### src/rtl/ram_dp_be_if.sv
// Bus bundle for ram_dp_be: chip select, write port with byte enables,
// read port with registered data and valid strobe.
interface ram_dp_be_if #(
  parameter int DATA_WIDTH = 8,
  parameter int ADDR_WIDTH = 8
);
  localparam int BE_WIDTH = DATA_WIDTH / 8;

  logic                  cs;
  logic                  ready;
  logic                  wr_en;
  logic [ADDR_WIDTH-1:0] wr_addr;
  logic [DATA_WIDTH-1:0] wr_data;
  logic [BE_WIDTH-1:0]   wr_be;
  logic                  rd_en;
  logic [ADDR_WIDTH-1:0] rd_addr;
  logic [DATA_WIDTH-1:0] rd_data;
  logic                  rd_valid;

  modport master (
    output cs, wr_en, wr_addr, wr_data, wr_be, rd_en, rd_addr,
    input  ready, rd_data, rd_valid
  );

  modport slave (
    input  cs, wr_en, wr_addr, wr_data, wr_be, rd_en, rd_addr,
    output ready, rd_data, rd_valid
  );
endinterface

### src/rtl/ram_dp_be.sv
// Simple dual-port RAM with byte-enable writes, 1/2-cycle registered reads,
// selectable read-during-write policy and a post-reset clear sequencer.
module ram_dp_be #(
  parameter int DATA_WIDTH     = 8,
  parameter int ADDR_WIDTH     = 8,
  parameter int RD_LATENCY     = 1,
  parameter int RDW_MODE       = 0,
  parameter int CLEAR_ON_RESET = 1
) (
  input logic        clk,
  input logic        rst,
  ram_dp_be_if.slave bus
);
  localparam int RAM_DEPTH = 1 << ADDR_WIDTH;
  localparam int BE_WIDTH  = DATA_WIDTH / 8;

  typedef enum logic {CLEAR, RUN} state_t;

  state_t                state;
  state_t                state_nxt;
  logic [ADDR_WIDTH-1:0] clr_addr;
  logic                  clr_we;
  logic                  ready;

  logic [DATA_WIDTH-1:0] mem [RAM_DEPTH];

  logic                  wr_acc;
  logic                  rd_acc;
  logic                  mem_we;
  logic [ADDR_WIDTH-1:0] mem_addr;
  logic [DATA_WIDTH-1:0] mem_data;
  logic [BE_WIDTH-1:0]   mem_be;
  logic [DATA_WIDTH-1:0] rd_word;

  logic                  vld_out;
  logic [DATA_WIDTH-1:0] data_out;

  function automatic logic [DATA_WIDTH-1:0] merge_bytes(
    input logic [DATA_WIDTH-1:0] old_word,
    input logic [DATA_WIDTH-1:0] new_word,
    input logic [BE_WIDTH-1:0]   be
  );
    logic [DATA_WIDTH-1:0] res;
    res = old_word;
    for (int i = 0; i < BE_WIDTH; i++) begin
      if (be[i]) res[8*i +: 8] = new_word[8*i +: 8];
    end
    return res;
  endfunction

  always_comb begin
    state_nxt = state;
    clr_we    = 1'b0;
    case (state)
      CLEAR: begin
        clr_we = 1'b1;
        if (clr_addr == {ADDR_WIDTH{1'b1}}) state_nxt = RUN;
      end
      default: state_nxt = state;
    endcase
  end

  always_ff @(posedge clk) begin
    if (rst) begin
      state    <= (CLEAR_ON_RESET != 0) ? CLEAR : RUN;
      clr_addr <= '0;
      ready    <= 1'b0;
    end else begin
      state <= state_nxt;
      ready <= (state_nxt == RUN);
      if (clr_we) clr_addr <= clr_addr + ADDR_WIDTH'(1);
    end
  end

  // Port access is blocked until ready, so the sequencer owns the write path while clearing.
  assign wr_acc = bus.cs && bus.wr_en && ready && !rst;
  assign rd_acc = bus.cs && bus.rd_en && ready && !rst;

  always_comb begin
    mem_we   = 1'b0;
    mem_addr = bus.wr_addr;
    mem_data = bus.wr_data;
    mem_be   = bus.wr_be;
    if (clr_we && !rst) begin
      mem_we   = 1'b1;
      mem_addr = clr_addr;
      mem_data = '0;
      mem_be   = '1;
    end else if (wr_acc) begin
      mem_we = 1'b1;
    end
  end

  always_ff @(posedge clk) begin
    for (int i = 0; i < BE_WIDTH; i++) begin
      if (mem_we && mem_be[i]) mem[mem_addr][8*i +: 8] <= mem_data[8*i +: 8];
    end
  end

  // Write-first mode forwards the merged word; read-first sees the pre-edge contents.
  always_comb begin
    rd_word = mem[bus.rd_addr];
    if (RDW_MODE != 0 && wr_acc && bus.wr_addr == bus.rd_addr)
      rd_word = merge_bytes(mem[bus.rd_addr], bus.wr_data, bus.wr_be);
  end

  generate
    if (RD_LATENCY == 1) begin : g_lat1
      // Stage p0: array read lands directly in the output register.
      always_ff @(posedge clk) begin
        if (rst) begin
          vld_out  <= 1'b0;
          data_out <= '0;
        end else begin
          vld_out <= rd_acc;
          if (rd_acc) data_out <= rd_word;
        end
      end
    end else begin : g_lat2
      logic                  vld_p0;
      logic [DATA_WIDTH-1:0] data_p0;

      // Stage p0: array read.
      always_ff @(posedge clk) begin
        if (rst) vld_p0 <= 1'b0;
        else     vld_p0 <= rd_acc;
      end

      always_ff @(posedge clk) begin
        if (rd_acc) data_p0 <= rd_word;
      end

      // Stage p1: output register, holds its value between valid results.
      always_ff @(posedge clk) begin
        if (rst) begin
          vld_out  <= 1'b0;
          data_out <= '0;
        end else begin
          vld_out <= vld_p0;
          if (vld_p0) data_out <= data_p0;
        end
      end
    end
  endgenerate

  assign bus.ready    = ready;
  assign bus.rd_valid = vld_out;
  assign bus.rd_data  = data_out;
endmodule

### src/flat_wrapper.sv
// flat-port wrapper written by rule: the top's interface ports become plain ports
module ram_dp_be_flat 
#(
  parameter int DATA_WIDTH     = 8,
  parameter int ADDR_WIDTH     = 8,
  parameter int RD_LATENCY     = 1,
  parameter int RDW_MODE       = 0,
  parameter int CLEAR_ON_RESET = 1
)
  (clk, rst, bus_cs, bus_wr_en, bus_wr_addr, bus_wr_data, bus_wr_be, bus_rd_en, bus_rd_addr, bus_ready, bus_rd_data, bus_rd_valid);
  ram_dp_be_if #(.DATA_WIDTH(DATA_WIDTH), .ADDR_WIDTH(ADDR_WIDTH)) bus_i ();
  input logic clk;
  input logic rst;
  input wire logic [$bits(bus_i.cs)-1:0] bus_cs;
  input wire logic [$bits(bus_i.wr_en)-1:0] bus_wr_en;
  input wire logic [$bits(bus_i.wr_addr)-1:0] bus_wr_addr;
  input wire logic [$bits(bus_i.wr_data)-1:0] bus_wr_data;
  input wire logic [$bits(bus_i.wr_be)-1:0] bus_wr_be;
  input wire logic [$bits(bus_i.rd_en)-1:0] bus_rd_en;
  input wire logic [$bits(bus_i.rd_addr)-1:0] bus_rd_addr;
  output wire logic [$bits(bus_i.ready)-1:0] bus_ready;
  output wire logic [$bits(bus_i.rd_data)-1:0] bus_rd_data;
  output wire logic [$bits(bus_i.rd_valid)-1:0] bus_rd_valid;
  assign bus_i.cs = bus_cs;
  assign bus_i.wr_en = bus_wr_en;
  assign bus_i.wr_addr = bus_wr_addr;
  assign bus_i.wr_data = bus_wr_data;
  assign bus_i.wr_be = bus_wr_be;
  assign bus_i.rd_en = bus_rd_en;
  assign bus_i.rd_addr = bus_rd_addr;
  assign bus_ready = bus_i.ready;
  assign bus_rd_data = bus_i.rd_data;
  assign bus_rd_valid = bus_i.rd_valid;
  ram_dp_be #(.DATA_WIDTH(DATA_WIDTH), .ADDR_WIDTH(ADDR_WIDTH), .RD_LATENCY(RD_LATENCY), .RDW_MODE(RDW_MODE), .CLEAR_ON_RESET(CLEAR_ON_RESET)) u_core (.clk(clk), .rst(rst), .bus(bus_i));
endmodule
### config.mk
export PLATFORM = sky130hd
export DESIGN_NAME = ram_dp_be_flat
export DESIGN_NICKNAME = d
export VERILOG_FILES = /design/src/rtl/ram_dp_be_if.sv /design/src/rtl/ram_dp_be.sv /design/src/flat_wrapper.sv
export SDC_FILE = /design/constraint.sdc
export NUM_CORES = 2
export LEC_CHECK = 0
export ABC_AREA = 1
export BUFFER_PORTS_ARGS = -buffer_cell sky130_fd_sc_hd__buf_2
export CORE_ASPECT_RATIO = 1.75
export CORE_MARGIN = 2
export CORE_UTILIZATION = 48
export CTS_BUF_LIST = sky130_fd_sc_hd__clkbuf_4 sky130_fd_sc_hd__clkbuf_8
export DETAILED_ROUTE_END_ITERATION = 12
export SETUP_SLACK_MARGIN = 0.3
export SYNTH_ARGS = -nofsm -noshare
export SYNTH_HDL_FRONTEND = slang
export SYNTH_SLANG_ARGS = --single-unit
### constraint.sdc
create_clock -name clk -period 11.83 [get_ports clk]
set_input_delay 0.5915 -clock clk [delete_from_list [all_inputs] [get_ports clk]]
set_output_delay 0.5915 -clock clk [all_outputs]
set_load 0.1 [all_outputs]
==> results <==
- The number of instances in the synthesized netlist is 7121.
- The netlist area before placement is 84100 sq um.
- The level count of the clock H-tree is 5.
- The path class of the tightest hold or removal check is in2reg.
- Compared with the post-synthesis result, the final layout area differs by 8.27%.
- The final wirelength is 241000 um.
- Counting flops and latches in the post-synthesis netlist gives 2066.
- Counting every net in the synthesized netlist gives 7152.
- The total area of sequential cells is 61900 sq um.
- For the final routed database, the setup TNS stands at 0 ns.
- Net switching is 23.7% of the power.
- Setup repair after global routing left no endpoint under its margin.
- Dividing the final minimum period by the clock period gives 37.7%.
- The biggest fanout along the worst timing path is 25.
- Static timing analysis puts the maximum clock frequency at 224 MHz.
- The multi-input combinational cells in the finished layout cover a total of 19600 sq um.
- The peak supply drop is 0.0000969 V.
- The met3 layer wire length in the routed design is 16000 um.
- The final number of hold-violating endpoints is 0.
- The die is 558 um tall.
- Summed over all nets, the switching power comes to 3.43 mW.
- For this design the ratio of total power to cell area is 159 nW/um^2.
- In this run the tightest slew margin relative to its limit is 3.31%.
- The CTS tree is done.
- The worst setup path is of the reg2reg kind.
- The endpoint arrival time on the critical path is 4.96 ns.
- The fraction of registers with async set or reset after synthesis is 0%.
- The cell-internal power is 11.0 mW.
- The post-detailed-route wirelength per cell is 25.4 um.
- Routed signal wires occupy layers up through met5.
- The DRC marker count from the first detailed-route iteration is 5660.
- The overall overflow remaining after global route is 0.
- Among cell families on the critical path, the largest total delay comes from simple AND/OR/NAND/NOR gates.
- For this block, wires on met1 add up to 88700 um.
- Using the TritonRoute via totals, the vias-per-cell ratio works out to 5.81.
- The share of the core filled with cells is 52.2%.
- Counting flops with a built-in enable in the synthesized netlist gives 2048.
- The number of distinct library cells after synthesis is 30.
- In this run the standard cell core region covers 174000 sq um.
- The cell sitting at the root of the clock tree is a sky130_fd_sc_hd__clkbuf_8.
- Measured along the x axis, the die boundary spans 320 um.
- The final-report setup violation count is 0.
- Counting along the longest clock path gives a buffer depth of 4.
- For this run, design rule violations remaining after detail routing come to 0.
- In this run, the combinational gates consume 6.4% of the power.
- Clock latency on the worst-skew pair, taken at its later pin, is 0.90 ns.
- For this run, the slowest stage of the critical path takes 0.92 ns.
- Of the total power, the clock network draws 37.8%.
- Fill cells in the final layout number 14.8k.
- Sequential cells were found to cover 73.5% of the synthesized design area.
- At the end of the flow, the number of nets in the layout was 7079.
- Post-CTS repair changed the size of 0 cells.
- The final RePlAce weighted congestion is 0.872.
- The number of optimization iterations in the first detailed-route pass is 6.
- The worst path required time is 12.32 ns.
- The leading register cell type out of synthesis is sky130_fd_sc_hd__edfxtp_1.
- Entering global routing, the biggest net connects 244 pins.
- Among all stages on the critical path, the largest delay is contributed by sky130_fd_sc_hd__nor2_4.
- The leakage dissipation is 31.7 nW.
- After floorplanning, the core was divided into 203 placement rows.
- The sum of internal, switching and leakage power is 14.5 mW.
- The signal on the critical path passes through nor2_4 -> inv_1 -> a21oi_1 -> inv_1 -> nor2_1 -> inv_1 -> nor2_1 -> nand2_1 -> buf_4 -> nor2_1.
- In the detailed route, the total length drawn on met2 is 124000 um.
- Global routing used 26.6% of the available tracks.
- The number of clock buffers added by TritonCTS is 296.
- Cells with a size suffix above 1 make up 8.16% of the layout.
- Once the floorplan was initialized, standard cells occupied 48.2% of the core.
- The sequential cell fraction of total power is 55.8%.
- The buffer and inverter count on the worst path is 4.
- The via count of the first global-routing pass is 54.1k.
- The tree built by TritonCTS fans out to 2066 sinks.
- Setup slack on the worst reg-to-reg path comes out at 7.37 ns.
- The worst setup path is captured at a flop.
- The run finished with clean final reports.
- STA classifies the critical path startpoint as a flop.
- The initial antenna violation count is 6.
- After clock tree synthesis, the clock-pin slew on the worst setup and hold paths is 0.06 ns.
- The die outline area is 179000 sq um.
- The remaining number of nets flagged by the antenna check after routing is 0.
- The tool flagged a number of max-cap violations equal to 0.
- The slew of the pin with the lowest slew margin is 1.45 ns.
- 40 I/O pins were placed.
- The wire-length estimate of the detail-placed layout is 135000 um.
- The clock period could shrink to 4.46 ns.
- The clock arrives with 0.0351 ns of skew.
- During synthesis, Yosys emitted a total of 0 warnings.
- The number of max-slew violations in the final report came to 0.
- The first global-routing pass estimated 353000 um of wire.
- Input and output buffers added on the ports amount to 39.
- The routed layout has 55.3k vias.
- A synthesized cell averages 11.8 sq um.
-- sequential cells by signal, indices dropped and copies added (netlist names) --
register             count
u_core.state             1
u_core.bus.rd_data       8
u_core.bus.rd_valid      1
u_core.mem            2048
u_core.clr_addr          8
-- timing repair --
item | in CTS | in global routing
endpoints found under the setup margin | 0 | 0
hold endpoints to repair | 4 | 0
setup buffers | 0 | 0
hold buffers | 1 | 0
-- logic make-up (layout without fill, tap and decap cells) --
family,after synthesis,after routing,share of synthesized area [%]
buffers and inverters,547,681,3.20
adder cells (fa/ha/maj),1,1,0.0149
AND/OR/NAND/NOR,4486,4486,23.1
AO/OA/AOI/OAI,21,21,0.149
other,0,5,0
flip-flops,2066,2066,73.5
-- cell type report --
cell class / count / share of cell area (%)
diodes: 5 / 0.0137
clock buffers: 392 / 5.33
clock inverters: 113 / 0.713
inverters: 62 / 0.293
multi-input cells: 4508 / 21.6
flip-flops and latches: 2066 / 67.9
well taps: 2255 / 3.10
repair buffers: 114 / 1.06
-- power groups by stage --
| stage | clock network (mW) | registers, mW | logic, mW |
|---|---|---|---|
| after floorplan | 0 | 8.25 | 0.565 |
| after global placement | 0 | 8.22 | 0.917 |
| after detailed placement | 0 | 8.22 | 0.926 |
| after CTS | 5.53 | 8.06 | 0.928 |
| after global routing | 5.80 | 8.06 | 0.998 |
| final | 5.46 | 8.07 | 0.932 |
-- synth_stat cells, drive strengths merged (5+ instances only) --
master,count,area share (%)
edfxtp,2048,73
a21oi,7,0.042
o21ai,13,0.10
nor2,302,1.4
nand3,2027,12
inv,61,0.28
buf,385,2.5
nand2,2148,9.6
clkbuf,100,0.45
dfxtp,18,0.43
nor3,5,0.036
-- layer usage --
layer,vias up,GRT usage [%]
met5,-,0
met4,2,13.5
met3,541,3.55
met2,2314,46.8
met1,27400,32.2
li1,25100,-
-- per-stage QoR --
stage | hold slack [ns] | std cells | area [sq um] | worst slack (ns)
4_1_cts | 0.0487 | 9510 | 91100 | 7.31
6_report | 0.123 | 9515 | 91100 | 7.37
2_1_floorplan | 0.454 | 7121 | 84100 | 3.15
5_1_grt | 0.130 | 9511 | 91100 | 7.16
3_3_place_gp | 0.478 | 9004 | 85500 | 6.61
3_5_place_dp | 0.476 | 9004 | 85500 | 6.62
-- final timing paths --
| check | start | to | cells after the start |
|---|---|---|---|
| min | bus_rd_addr[7] | u_core.bus.rd_data[6]$_SDFFE_PP0P_ | 5 |
| max | u_core.state$_SDFF_PP0_ | u_core.mem[208][2]$_DFFE_PP_ | 10 |
| min reg2reg | u_core.bus.rd_data[5]$_SDFFE_PP0P_ | u_core.bus.rd_data[5]$_SDFFE_PP0P_ | 2 |
| max reg2reg | u_core.state$_SDFF_PP0_ | u_core.mem[208][2]$_DFFE_PP_ | 10 |
-- cell usage in the layout (no fill, tap or decap), drive strengths merged --
| cell type | Yosys | final |
|---|---|---|
| nand4 | 1 | 1 |
| clkinv | 1 | 92 |
| nor3b | 1 | 1 |
| clkinvlp | 0 | 7 |
| nand2 | 2148 | 2148 |
| buf | 385 | 113 |
| dlygate4sd3 | 0 | 1 |
| dfxtp | 18 | 18 |
| diode | 0 | 5 |
| or2 | 1 | 1 |
| nor2 | 302 | 302 |
| nor3 | 5 | 5 |
| bufinv | 0 | 4 |
| inv | 61 | 72 |
| edfxtp | 2048 | 2048 |
| clkbuf | 100 | 392 |
| a31oi | 1 | 1 |
| nand3 | 2027 | 2027 |
| ha | 1 | 1 |
| a21oi | 7 | 7 |
| and3 | 1 | 1 |
| o21ai | 13 | 13 |
-- tightest hold or removal path, stage by stage --
cell and delay, ns:
sky130_fd_sc_hd__buf_2 0.16, sky130_fd_sc_hd__nand2_1 0.08, sky130_fd_sc_hd__nand2_1 0.04, sky130_fd_sc_hd__nand2_1 0.05, sky130_fd_sc_hd__nand2_1 0.04
Power figures use the tool's default switching activity.
